<file path="src/rtl/fetch_ctrl.sv">
// Instruction-fetch control FSM: sequences PC load, memory read, IR capture
// and redirect selection, with a saturating memory-timeout watchdog.
module fetch_ctrl #(
  parameter int TIMEOUT_CYCLES = 15,
  parameter int CNT_WIDTH      = 4
) (
  input  logic       fetch_ctrl_clock_in,
  input  logic       fetch_ctrl_reset_in,
  input  logic       fetch_enable_in,
  input  logic       mem_ready_in,
  input  logic       stall_in,
  input  logic       jump_in,
  input  logic       branch_taken_in,
  output logic       mem_req_out,
  output logic       pc_set_out,
  output logic [1:0] pc_mux_sel_out,
  output logic       ir_set_out,
  output logic       ir_valid_out,
  output logic       fetch_error_out,
  output logic [2:0] fetch_state_out
);

  typedef enum logic [2:0] {
    S_BOOT   = 3'b000,
    S_IDLE   = 3'b001,
    S_FETCH  = 3'b010,
    S_UPDATE = 3'b011,
    S_ERROR  = 3'b100
  } state_e;

  localparam logic [1:0] SEL_ABS  = 2'b00;
  localparam logic [1:0] SEL_REL  = 2'b01;
  localparam logic [1:0] SEL_SEQ  = 2'b10;
  localparam logic [1:0] SEL_ZERO = 2'b11;

  localparam logic [CNT_WIDTH-1:0] CNT_LAST = CNT_WIDTH'(TIMEOUT_CYCLES - 1);
  localparam logic [CNT_WIDTH-1:0] CNT_MAX  = '1;

  state_e               state_q, state_d;
  logic [CNT_WIDTH-1:0] cnt_q, cnt_d;
  logic                 err_q, err_d;

  logic       mem_req_c, pc_set_c, ir_set_c, ir_valid_c, err_c;
  logic [1:0] sel_c;

  always_comb begin
    state_d    = state_q;
    cnt_d      = cnt_q;
    err_d      = err_q;
    mem_req_c  = 1'b0;
    pc_set_c   = 1'b0;
    sel_c      = 2'b00;
    ir_set_c   = 1'b0;
    ir_valid_c = 1'b0;
    err_c      = 1'b0;
    case (state_q)
      S_BOOT: begin
        pc_set_c = 1'b1;
        sel_c    = SEL_ZERO;
        state_d  = S_FETCH;
      end
      S_IDLE: begin
        if (fetch_enable_in) state_d = S_FETCH;
      end
      S_FETCH: begin
        mem_req_c = 1'b1;
        if (mem_ready_in) begin
          ir_set_c = 1'b1;
          cnt_d    = '0;
          state_d  = S_UPDATE;
        end else if (cnt_q >= CNT_LAST) begin
          // This cycle is the TIMEOUT_CYCLES-th unanswered request.
          cnt_d   = '0;
          err_d   = 1'b1;
          state_d = S_ERROR;
        end else if (cnt_q != CNT_MAX) begin
          cnt_d = cnt_q + 1'b1;
        end
      end
      S_UPDATE: begin
        ir_valid_c = 1'b1;
        if (!stall_in) begin
          pc_set_c = 1'b1;
          if (jump_in)              sel_c = SEL_ABS;
          else if (branch_taken_in) sel_c = SEL_REL;
          else                      sel_c = SEL_SEQ;
          state_d = fetch_enable_in ? S_FETCH : S_IDLE;
        end
      end
      S_ERROR: begin
        err_c = err_q;
      end
      default: begin
        state_d = S_BOOT;
      end
    endcase
  end

  always_ff @(posedge fetch_ctrl_clock_in) begin
    if (!fetch_ctrl_reset_in) begin
      state_q <= S_BOOT;
      cnt_q   <= '0;
      err_q   <= 1'b0;
    end else begin
      state_q <= state_d;
      cnt_q   <= cnt_d;
      err_q   <= err_d;
    end
  end

  // Reset overrides every output so an in-flight access cannot pulse anything.
  assign mem_req_out     = fetch_ctrl_reset_in & mem_req_c;
  assign pc_set_out      = fetch_ctrl_reset_in & pc_set_c;
  assign pc_mux_sel_out  = fetch_ctrl_reset_in ? sel_c : 2'b00;
  assign ir_set_out      = fetch_ctrl_reset_in & ir_set_c;
  assign ir_valid_out    = fetch_ctrl_reset_in & ir_valid_c;
  assign fetch_error_out = fetch_ctrl_reset_in & err_c;
  assign fetch_state_out = fetch_ctrl_reset_in ? state_q : 3'b000;

endmodule

</file>
<file path="config.mk">
export PLATFORM = sky130hd
export DESIGN_NAME = fetch_ctrl
export DESIGN_NICKNAME = d
export VERILOG_FILES = /design/src/rtl/fetch_ctrl.sv
export SDC_FILE = /design/constraint.sdc
export NUM_CORES = 1
export LEC_CHECK = 0
export BUFFER_PORTS_ARGS = -buffer_cell sky130_fd_sc_hd__buf_4
export CAP_MARGIN = 5
export CELL_PAD_IN_SITES_DETAIL_PLACEMENT = 0
export CELL_PAD_IN_SITES_GLOBAL_PLACEMENT = 1
export CORE_UTILIZATION = 34
export DETAILED_ROUTE_END_ITERATION = 8
export PLACE_DENSITY = 0.77
export SLEW_MARGIN = 10
export SYNTH_ARGS = -nofsm -noshare
export SYNTH_HDL_FRONTEND = slang
export SYNTH_SLANG_ARGS = --single-unit
</file>
<file path="constraint.sdc">
create_clock -name fetch_ctrl_clock_in -period 1.7 [get_ports fetch_ctrl_clock_in]
set_input_delay 0.17 -clock fetch_ctrl_clock_in [delete_from_list [all_inputs] [get_ports fetch_ctrl_clock_in]]
set_output_delay 0.17 -clock fetch_ctrl_clock_in [all_outputs]
set_load 0.05 [all_outputs]
</file>
; ---- Word level (Yosys, flattened, before mapping)
; Index checks and enable logic that the tools add are counted.
[totals]
out_inout_bits = 10
register_bits = 8
[op_classes]
muxes = 22
order_cmp = 1
n_eq_ne = 8
n_addsub = 1
reduce_logical = 5
bitwise = 7
[ops]
columns = operator, count
row1 = $mux W3, 5
row2 = $pmux W3 S5, 1
row3 = $mux W4, 3
row4 = $mux W2, 5
row5 = $eq A3 B2 Y1 const B, 2
row6 = $mux W1, 6
row7 = $and A1 B1 Y1, 5
row8 = $add A4 B1 Y4 const B, 1
row9 = $ge A4 B4 Y1 const B, 1
row10 = $ne A2 B2 Y1 const B, 2
row11 = $ne A4 B4 Y1 const B, 1
row12 = $pmux W2 S2, 1
row13 = $reduce_and A4 Y1, 1
row14 = $eq A3 B1 Y1 const B, 1
row15 = $eq A3 B3 Y1 const B, 1
row16 = $logic_not A3 Y1, 1
row17 = $ne A3 B3 Y1 const B, 1
row18 = $reduce_and A3 Y1, 1
row19 = $reduce_bool A3 Y1, 1
row20 = $not A1 Y1, 2
row21 = $pmux W1 S2, 1
row22 = $reduce_and A2 Y1, 1

; ---- Longest topological paths before layout
[logic_depth]
depth_word = 5
ltp_mapped = 6
mapped_depth_nobuf = 6

; ---- Least setup slack after synthesis
; OpenSTA, ideal clock, no wires.
[synth_path]
path_kind = register to output
startpoint = register state_q[2]
endpoint = output port fetch_error_out
t_arrival_ns = 1.404
path_slack_ns = 0.126
stages_incl_launch_ff = 3
path_cell_list = dfxtp_1 and2_1 and3_1
[synth_between]
elab_chain_len = 3
[synth_lines]
columns = element, line
row1 = from (decl), 39  ; state_e state_q, state_d;
row2 = from (signal assigned), 105  ; state_q <= state_d;
row3 = $eq A3 B3 Y1, 56  ; case (state_q)
row4 = $mux W1, 56
row5 = $and A1 B1 Y1, 117  ; assign fetch_error_out = fetch_ctrl_reset_in & err_c;
row6 = to (decl), 19  ; output logic fetch_error_out,
; Every way passes these cells.

; ---- Worst setup path in the final report
[layout_path]
startpoint = register state_q[2]
endpoint = output port mem_req_out
[layout_between]
elab_chain_len = 3
[layout_lines]
columns = element, line
row1 = $eq A3 B2 Y1, 56
row2 = $mux W1, 56
row3 = $and A1 B1 Y1, 112  ; assign mem_req_out = fetch_ctrl_reset_in & mem_req_c;
row4 = to (decl), 14  ; output logic mem_req_out,
; Every way passes these cells.

==> results.cfg <==
[run_status]
outcome = finished, final reports clean

[floorplan]
core_region_area_sq_um = 1510
ios = 17
rows = 14
die_w_microns = 42.1
die_y_microns = 42.1
start_util_pct = 36.2
die-area_sq_um = 1770

[clock_tree]
clockBufferDepth = 2
htree_levels = 1
clk_pin_slew_ns = 0.06
clkSinkCount = 8
clk_latency_ns = 0.25
numCtsBuffers = 3
cts-root-buf = clkbuf_4
cts_hold_buf = 0
cts_tree = built

[critical_path]
worst_ep_arrival_time_ns = 1.36
worst_setup_path_start_kind = flop
required_ns = 1.53
critical_path_class = flop to output pin
path_max_fanout = 6
cp-end-kind = output pin

[sta]
hold_viol_final = 0
fin_crit_ns = 1.53
setup_violations = 0
tightest_slew_ns = 0.335
slew_headroom_pct = 77.5
worst_clock_skew_ns = 0.00294
tns_ns = 0
drv_slew = 0
fmax_mhz = 653
rsz0062_at_grt = false
whs_ns = 0.118
post-route-period-util_pct = 90.1

[routing]
drt_iter0_drc = 6
vias = 552
postRouteAntennaNets = 0
wl_microns = 1230
drc_errors = 0
drt_pass1_iterations = 5
drt-wirelength-per-cell_microns = 11.7
viasPerCell = 5.26

[synthesis]
syn-instance-count = 71
synth_seq_cells = 8
netlist_area_sq_um = 546
synth.distinct_cells = 30
syn_area_per_cell_sq_um = 7.68
yosys.area.top_type = dfxtp_1
ys_top_cells_by_count = nor2_1, dfxtp_1, a21oi_1
synth_area_leaders = dfxtp_1, nor2_1, a21oi_1
syn_nets = 80
yosys_most_used_dff = dfxtp_1
synth_top_area_share_pct = 29.4
synth_edf_count = 0
ys_warn_count = 0
yosysSeqAreaShare_pct = 29.4
synth_most_common_cell = nor2_1
async_flop_share_pct = 0

[pwr]
p_seq_share_pct = 36.0
power_leakage_nw = 0.323
share_comb_of_total_power_pct = 39.2
power.density_nw_per_um2 = 844
irDropWorstVdd_mv = 0.407
p_switching_mw = 0.224
switching_share_pct = 37.7
clkPwrFrac_pct = 24.8
internal-power_mw = 0.370

[global_routing]
antenna_found_initial = 0
grt_max_degree = 13
use_met1_pct = 21.0
use_met2_pct = 22.2
grt_util_all_layers_pct = 15.8
grt.met3_usage_pct = 6.47
busiest_layer = met2
grt_pass1_vias = 487
grt_overflow = 0
grt_pass1_wl_microns = 2070

[run]
drv_cap = 0

[layout]
area_growth_pct = 29.1
final_cell_count_no_fill = 105
finalInstanceArea_sq_um = 704
fin_nets = 100
drive_gt1_share_pct = 28.1
postLayoutCoreUtil_pct = 46.8
antenna_cells = 0
fillers = 168

[placement]
port_buffers = 16
hpwl_microns = 932
place_congestion = 0.805
placed_cell_area_sq_um = 681
place_inst = 102

[worst_hold_path]
hold_class = input port to flop
## placed cells by master, fill, tap and decap left out, drive strengths merged, types with 2 or more instances in the layout
cell     n
a21oi    7
and2     5
and3     2
buf     18
clkbuf   3
dfxtp    8
ha       2
inv      4
nand2    6
nor2    11
nor2b    2
nor3     3
nor3b    3
o21ai    2
o21bai   2
## power groups by stage
stage | sequential [mW] | clock [mW] | combinational, mW
2_1_floorplan | 0.209 | 0 | 0.175
3_3_place_gp | 0.217 | 0 | 0.235
3_5_place_dp | 0.217 | 0 | 0.234
4_1_cts | 0.213 | 0.152 | 0.234
5_1_grt | 0.217 | 0.163 | 0.253
6_report | 0.214 | 0.147 | 0.233
## flip-flops by register name, indices dropped and copies added, names as in the netlist
name / count
state_q: 3
cnt_q: 4
err_q: 1
## layer usage
| metal | routed length (microns) | part of all wire [%] |
|---|---|---|
| met2 | 527 | 43 |
| met4 | 15 | 1.2 |
| met5 | 0 | 0 |
| met1 | 641 | 52 |
| met3 | 48 | 3.9 |
## worst paths after layout
check	from	end	slack, ns	cells after the start
hold reg to reg	err_q$_SDFFE_PN0P_	err_q$_SDFFE_PN0P_	0.48	2
setup / recovery	state_q[2]$_SDFFE_PN0P_	mem_req_out	0.17	4
hold / removal	fetch_enable_in	state_q[0]$_SDFFE_PN0P_	0.12	2
setup reg to reg	cnt_q[0]$_SDFFE_PN0P_	state_q[1]$_SDFFE_PN0P_	0.20	6
## metrics by stage
| step | power (mW) | setup slack, ns |
|---|---|---|
| floorplan | 0.384 | 0.126 |
| global placement | 0.452 | 0.242 |
| finish | 0.595 | 0.168 |
| detailed placement | 0.451 | 0.195 |
| global route | 0.632 | 0.0147 |
| CTS | 0.600 | 0.0700 |
## cells by family (layout without fill, tap and decap cells)
group,count (synthesis),in the layout,share of synthesized area (%)
mux,2,2,3.90
buf+inv,7,25,6.42
flops,8,8,29.4
fa+ha+maj,2,2,4.59
compound gates,18,18,22.5
simple gates,34,34,33.3
## cell type report
type	count	area, sq um	area share [%]
tap	16	20.0	2.84
timing repair buffer	18	135	19.2
clock buffer	3	22.5	3.20
sequential	8	161	22.9
inverter	4	15.0	2.13
multi-input combinational	56	350	49.7
## what timing repair did
| action | 4_1_cts | 5_1_grt |
|---|---|---|
| setup endpoints to repair | 0 | 4 |
| buffers inserted | 0 | 0 |
| gates resized for setup | 0 | 1 |
## worst max-delay path, cell delays in order (launching register included)
cell	delay (ns)
dfxtp_1	0.37
nor3b_2	0.26
buf_4	0.18
and2_1	0.12
buf_4	0.19
(Power assumes the default switching activity.)
